$ cat config.mk
export PLATFORM = sky130hd
export DESIGN_NAME = trig_capture_queue
export DESIGN_NICKNAME = d
export VERILOG_FILES = /design/src/rtl/trig_capture_queue.sv
export SDC_FILE = /design/constraint.sdc
export NUM_CORES = 2
export LEC_CHECK = 0
export ABC_CLOCK_PERIOD_IN_PS = 2900
export CELL_PAD_IN_SITES_DETAIL_PLACEMENT = 1
export CELL_PAD_IN_SITES_GLOBAL_PLACEMENT = 1
export CORE_UTILIZATION = 30
export CTS_BUF_LIST = sky130_fd_sc_hd__clkbuf_8
export DETAILED_ROUTE_END_ITERATION = 7
export MAX_ROUTING_LAYER = met4
export PLACE_DENSITY_LB_ADDON = 0.1
export SLEW_MARGIN = 40
export SYNTH_ARGS = -nofsm -noshare
export SYNTH_HDL_FRONTEND = slang
export SYNTH_SLANG_ARGS = --single-unit
$ cat constraint.sdc
create_clock -name clk -period 2.9 [get_ports clk]
set_input_delay 0.58 -clock clk [delete_from_list [all_inputs] [get_ports clk]]
set_output_delay 0.58 -clock clk [all_outputs]
set_load 0.1 [all_outputs]
$ cat src/rtl/trig_capture_queue.sv
// trig_capture_queue: circular pre/post-trigger capture buffer with ordered oldest-to-newest dump
module trig_capture_queue #(
    parameter int WIDTH   = 8,
    parameter int ENTRIES = 384,
    parameter int LOG2    = 9
) (
    input  logic             clk,
    input  logic             rst_n,
    input  logic             arm,
    input  logic [LOG2-1:0]  trig_pos,
    input  logic             smpl_vld,
    input  logic [WIDTH-1:0] smpl,
    input  logic             trigger,
    input  logic             rd_start,
    output logic [WIDTH-1:0] rd_data,
    output logic             rd_vld,
    output logic             rd_last,
    output logic             armed,
    output logic             capture_done,
    output logic             busy
);
    typedef enum logic [2:0] {IDLE, FILL, ARMED, POST, DONE, DUMP} state_t;

    localparam logic [LOG2-1:0] LAST = LOG2'(ENTRIES - 1);
    localparam logic [LOG2:0]   DCNT = (LOG2 + 1)'(ENTRIES);

    state_t            state_q, state_d;
    logic [LOG2-1:0]   waddr_q, waddr_d, raddr_q, raddr_d;
    logic [LOG2-1:0]   fill_q, fill_d, post_q, post_d, tp_q, tp_d;
    logic [LOG2:0]     dcnt_q, dcnt_d;
    logic [LOG2-1:0]   tp_in, pre;
    logic              accept, trig, issue;
    logic [WIDTH-1:0]  mem [ENTRIES];

    function automatic logic [LOG2-1:0] inc(input logic [LOG2-1:0] a);
        return (a == LAST) ? '0 : a + 1'b1;
    endfunction

    assign tp_in  = (trig_pos > LAST) ? LAST : trig_pos;
    assign pre    = LAST - tp_q;
    assign accept = smpl_vld && !arm && (state_q inside {FILL, ARMED, POST});
    assign trig   = accept && trigger && (state_q == ARMED);
    assign issue  = (state_q == DUMP) && (dcnt_q != DCNT);

    // next-state: arm restarts from any non-dump state and outranks trigger
    always_comb begin
        state_d = state_q;
        waddr_d = waddr_q;
        raddr_d = raddr_q;
        fill_d  = fill_q;
        post_d  = post_q;
        tp_d    = tp_q;
        dcnt_d  = dcnt_q;
        if (accept)
            waddr_d = inc(waddr_q);
        if (arm && state_q != DUMP) begin
            tp_d    = tp_in;
            state_d = (tp_in == LAST) ? ARMED : FILL;
            waddr_d = '0;
            fill_d  = '0;
            post_d  = '0;
        end else begin
            case (state_q)
                FILL: if (accept) begin
                    fill_d  = fill_q + 1'b1;
                    state_d = (fill_q + 1'b1 == pre) ? ARMED : FILL;
                end
                ARMED: if (trig) begin
                    post_d  = tp_q;
                    state_d = (tp_q == '0) ? DONE : POST;
                end
                POST: if (accept) begin
                    post_d  = post_q - 1'b1;
                    state_d = (post_q == LOG2'(1)) ? DONE : POST;
                end
                DONE: if (rd_start) begin
                    state_d = DUMP;
                    raddr_d = waddr_q;
                    dcnt_d  = '0;
                end
                DUMP: begin
                    raddr_d = issue ? inc(raddr_q) : raddr_q;
                    dcnt_d  = issue ? dcnt_q + 1'b1 : dcnt_q;
                    state_d = issue ? DUMP : DONE;
                end
                default: ;
            endcase
        end
    end

    // state, pointers and registered status/dump outputs
    always_ff @(posedge clk or negedge rst_n) begin
        if (!rst_n) begin
            state_q      <= IDLE;
            waddr_q      <= '0;
            raddr_q      <= '0;
            fill_q       <= '0;
            post_q       <= '0;
            tp_q         <= '0;
            dcnt_q       <= '0;
            rd_data      <= '0;
            rd_vld       <= 1'b0;
            rd_last      <= 1'b0;
            armed        <= 1'b0;
            capture_done <= 1'b0;
            busy         <= 1'b0;
        end else begin
            state_q      <= state_d;
            waddr_q      <= waddr_d;
            raddr_q      <= raddr_d;
            fill_q       <= fill_d;
            post_q       <= post_d;
            tp_q         <= tp_d;
            dcnt_q       <= dcnt_d;
            rd_vld       <= issue;
            rd_last      <= issue && (dcnt_q == DCNT - 1'b1);
            armed        <= state_d == ARMED;
            capture_done <= state_d == DONE;
            busy         <= state_d inside {FILL, ARMED, POST, DUMP};
            if (issue)
                rd_data <= mem[raddr_q];
        end
    end

    // sample storage, written at the circular pointer
    always_ff @(posedge clk) begin
        if (accept)
            mem[waddr_q] <= smpl;
    end
endmodule

Yosys cells after proc, flatten, opt, wreduce, memory -nomap -nowiden --
Memory sizes are Yosys's and may differ from the RTL's. A register that Yosys moved wholly into a read port is not among the register bits. Cells that the tools add are included.
Storage, ports and cells: register bits 63, memories 1, word-level logic and storage cells 93, input port bits 23, memory bits (writable) 3072
Operators by class: order comparisons 1, reductions and logical operators 19, add/subtract/negate cells 6, multiplexer cells 31, bitwise logic cells 1, equal/unequal tests 22
Memories:
- mem | depth 384, width 8, read ports 1, clocked after Yosys merged registers in 1, write ports 1, RTL line 33 | logic [WIDTH-1:0] mem [ENTRIES];
Operator list (count):
- 9-bit 2-to-1 mux | 13
- 9-bit case mux with 2 select lines | 2
- 9-bit by 1-bit adder with 9-bit output, second input constant | 3
- 9-bit equality test, second input constant | 3
- 3-bit 2-to-1 mux | 7
- 10-bit 2-to-1 mux | 2
- 10-bit case mux with 2 select lines | 1
- 3-bit case mux with 5 select lines | 1
- 3-bit by 2-bit equality test with 1-bit output, second input constant | 4
- 3-bit equality test, second input constant | 4
- 10-bit by 1-bit adder with 10-bit output, second input constant | 1
- 10-bit by 9-bit equality test with 1-bit output, second input constant | 1
- 10-bit by 9-bit != test with 1-bit output, second input constant | 1
- 9-bit by 1-bit equality test with 1-bit output, second input constant | 1
- 9-bit equality test | 1
- 9-bit greater-than comparator, second input constant | 1
- 9-bit logical NOT | 1
- 9-bit by 1-bit subtractor with 9-bit output, second input constant | 1
- 9-bit subtractor, first input constant | 1
- 1-bit logical AND | 7
- 3-bit by 1-bit equality test with 1-bit output, second input constant | 2
- 3-bit by 2-bit != test with 1-bit output, second input constant | 2
- 2-bit nonzero test | 3
- 3-bit nonzero test | 2
- 10 further kinds | 15

Longest topological paths before layout --
word-level depth 10, gate-level depth with buffers 14, mapped depth without buffers 9

Worst setup path before layout --
Ideal clock, no wire load.
path type in2reg, from input port arm, to memory mem[287][0] (enable), cell stages on the path 7, setup time 370 ps, buffers on the path 3, arrival 2595 ps, path slack -65 ps, path through or3b_2 -> nor2_1 -> clkbuf_1 -> buf_2 -> nand3_1 -> clkbuf_1 -> nor2_1
On the way: cells in the longest elaborated chain, start to end 5
RTL lines:
- start: declaration | RTL line 9 | input logic arm,
- 1-bit logical NOT | RTL line 41 | assign accept = smpl_vld && !arm && (state_q inside {FILL, ARMED, POST});
- 1-bit logical AND (2 in a row) | RTL line 41
- 1-bit 2-to-1 mux | RTL line 127 | if (accept)
- 1-bit 2-to-1 mux (not written as such) | RTL line 128 | mem[waddr_q] <= smpl;
- end: declaration | RTL line 33
No other way between the ends.

==> results.ini <==
[logic_synthesis]
syn_area_um2=123000
synth_most_common_cell=edfxtp_1
synth_flop_cell=edfxtp_1
synth_mux_area_share_pct=15.0
synth_edf_count=3072
synthAdderAreaFrac_pct=0.102
seq_area_frac_synth_pct=76.6
yosys-top-cells-area=edfxtp_1, mux4_2, dfrtp_1
synth_top_family_by_area=multiplexers
synth-compound-area-share_pct=2.99
synthTopCellsByCount=edfxtp_1, mux4_2, nor2_1, clkbuf_1, nand2_1
netlist.area_leader.share_pct=75.2
avgSynthCellArea_um2=20.6
synth-xor-area-share_pct=0.164
synth_simple_gate_area_share_pct=3.50
yosysTopAreaCell=edfxtp_1
async_reset_ff_share_pct=2.26
synth_nets=5983
yosys_warnings=0
synth_cell_types=79
synth_seq_cells=3143
syn_inst=5950

[clock_network]
cts.sinks=3143
clkTransAtPathRegs_ns=0.06
cts_tree=built
root_buffer=clkbuf_8
cts_made_buffers=572
clockBufferDepth=4
clock_latency_ns=1.19
htreeDepth=6

[pwr]
p_per_area_nw_per_um2=619
p_leak_nw=50.7
ir_worst_vdd_v=0.000421
p_total_mw=95.2

[floorplanning]
row_count=234
ios=36
die_w_um=641
die_y_um=641
core_um2=407000
start_util_pct=30.2
die_area_um2=411000

[route]
viasPerCell=4.96
routedWlPerCell_um=31.2
drc_errors=0
wl_mm=421
dr.pass1.iters=7
antenna_left=0
via_count=66900
drtIter0Drc=5312

[critical_path]
cp_data_required_time_ns=3.95
critPathMaxFanout=8
crit_path_end_kind=flop
crit_type=flop to flop
r2r_slack_ns=-0.50
cp-start-kind=flop
worst-endpoint-arrival_ns=4.44

[global_routing]
grt_pass1_vias=72000
grt_start_max_net_pins=133
overflow=0
antenna_found_initial=23
grt_pass1_wl_mm=586
grt_usage_pct=20.9

[sta]
fin_crit_sh_pct=117
rsz0062_at_grt=true
worstMarginPinSlew_ns=0.832
setup_viol=8
min_period_ns=3.40
final.setup_skew_ns=0.0457
fmax_ghz=0.294
hold_viol=0
drv_slew=0
max_slew_margin_pct=44.4
setup_ws_ns=-0.497
finalSetupTns_ns=-3.55

[layout]
drive_above_1_share_pct=38.6
area.growth.synth_to_final_pct=25.3
utilization_pct=37.8
nets=7655

[outcome]
outcome=finished with violations
violations=setup timing

[placement]
port_buffers=35
gp_congestion=0.829
dp_hpwl_mm=283

[flow_run]
drv_cap=0

[worst_hold_path]
holdCritPathClass=input pin to flop

-- layer usage --
layer / track usage [%] / share of wire [%] / up-vias
met5: - / 0 / -
met4: 4.42 / 2.0 / 0
met3: 2.56 / 3.8 / 562
met2: 33.9 / 49 / 1536
met1: 28.3 / 45 / 36500
li1: - / - / 28300
-- layout make-up --
| cell class | count | area [µm²] |
|---|---|---|
| diodes | 9 | 22.5 |
| clock buffers | 589 | 8110 |
| clock inverters | 417 | 2270 |
| fillers | 39600 | 253000 |
| inverters | 19 | 83.8 |
| multi-input cells | 2414 | 28000 |
| flip-flops and latches | 3143 | 94000 |
| well taps | 5428 | 6790 |
| repair buffers | 1472 | 14400 |
-- timing repair --
item                       4_1_cts  5_1_grt
hold buffers                    18        0
resized for setup              185       56
hold endpoints to repair       783        0
pin swaps                       56       28
setup buffers                   77       24
gates cloned                    15        1
setup endpoints to repair       14       12
-- power by group --
group | total, mW | switching [mW] | internal, mW
clock | 39.2 | 19.3 | 19.9
combinational | 5.83 | 3.50 | 2.33
sequential | 50.2 | 0.180 | 50.0
-- cell usage in the layout (no fill, tap or decap), types with 46 or more instances in the layout --
cell	netlist	routed
edfxtp_1	3072	3072
clkinv_2	0	49
dfrtp_1	71	64
o22ai_1	54	46
a22oi_1	107	83
a21oi_1	117	105
mux2i_1	122	113
nand3_1	98	71
mux4_2	755	755
buf_12	0	199
buf_4	41	1174
inv_1	18	208
clkinv_1	1	115
nand2_1	165	161
nor2_1	453	448
clkbuf_8	0	589
o21ai_0	77	71
nand4_1	68	68
-- kinds of logic (layout without fill, tap and decap cells) --
family	after synthesis	in the layout
other	0	9
AOI/OAI and AO/OA	546	546
buffers and inverters	393	2497
and+or+nand+nor	944	944
DFF	3143	3143
muxes	891	891
xor gates and xnor gates	23	23
adders and majority gates	10	10
-- registers in the layout (all words and copies together) (netlist names) --
register,flops
armed,1
busy,1
capture_done,1
dcnt_q,10
fill_q,9
mem,3072
post_q,9
raddr_q,9
rd_data,8
rd_last,1
rd_vld,1
state_q,3
tp_q,9
waddr_q,9
-- metrics by stage --
step / hold WS (ns) / setup WS (ns) / instance area (µm²) / std cells
after detailed placement: 0.512 / -1.32 / 141000 / 12300
after global routing: 0.0388 / -0.514 / 154000 / 13500
after global placement: 0.491 / -1.65 / 140000 / 12300
final: 0.132 / -0.497 / 154000 / 13500
after floorplan: 0.284 / -0.0649 / 123000 / 5950
after CTS: 0.00742 / -0.488 / 153000 / 13500
-- path summary, 6_finish.rpt --
kind | startpoint | endpoint | depth (start not counted)
max in group asynchronous | rst_n | raddr_q[0] | 4
max | raddr_q[0] | rd_data[2] | 13
min | trig_pos[5] | tp_q[5] | 3
max reg2reg | raddr_q[0] | rd_data[2] | 13
min reg2reg | fill_q[8] | fill_q[8] | 1
min in group asynchronous | rst_n | tp_q[4] | 4
-- worst max-delay path, stage by stage (launching register included) --
cell,delay [ns]
dfrtp_4,0.51
buf_12,0.17
buf_4,0.16
buf_4,0.14
buf_12,0.14
buf_12,0.13
mux4_2,0.44
a32oi_1,0.19
buf_4,0.15
o32ai_1,0.08
or4_4,0.55
nor3_4,0.36
buf_6,0.15
a21oi_1,0.05
No activity file was read; power rests on OpenSTA's default activity.
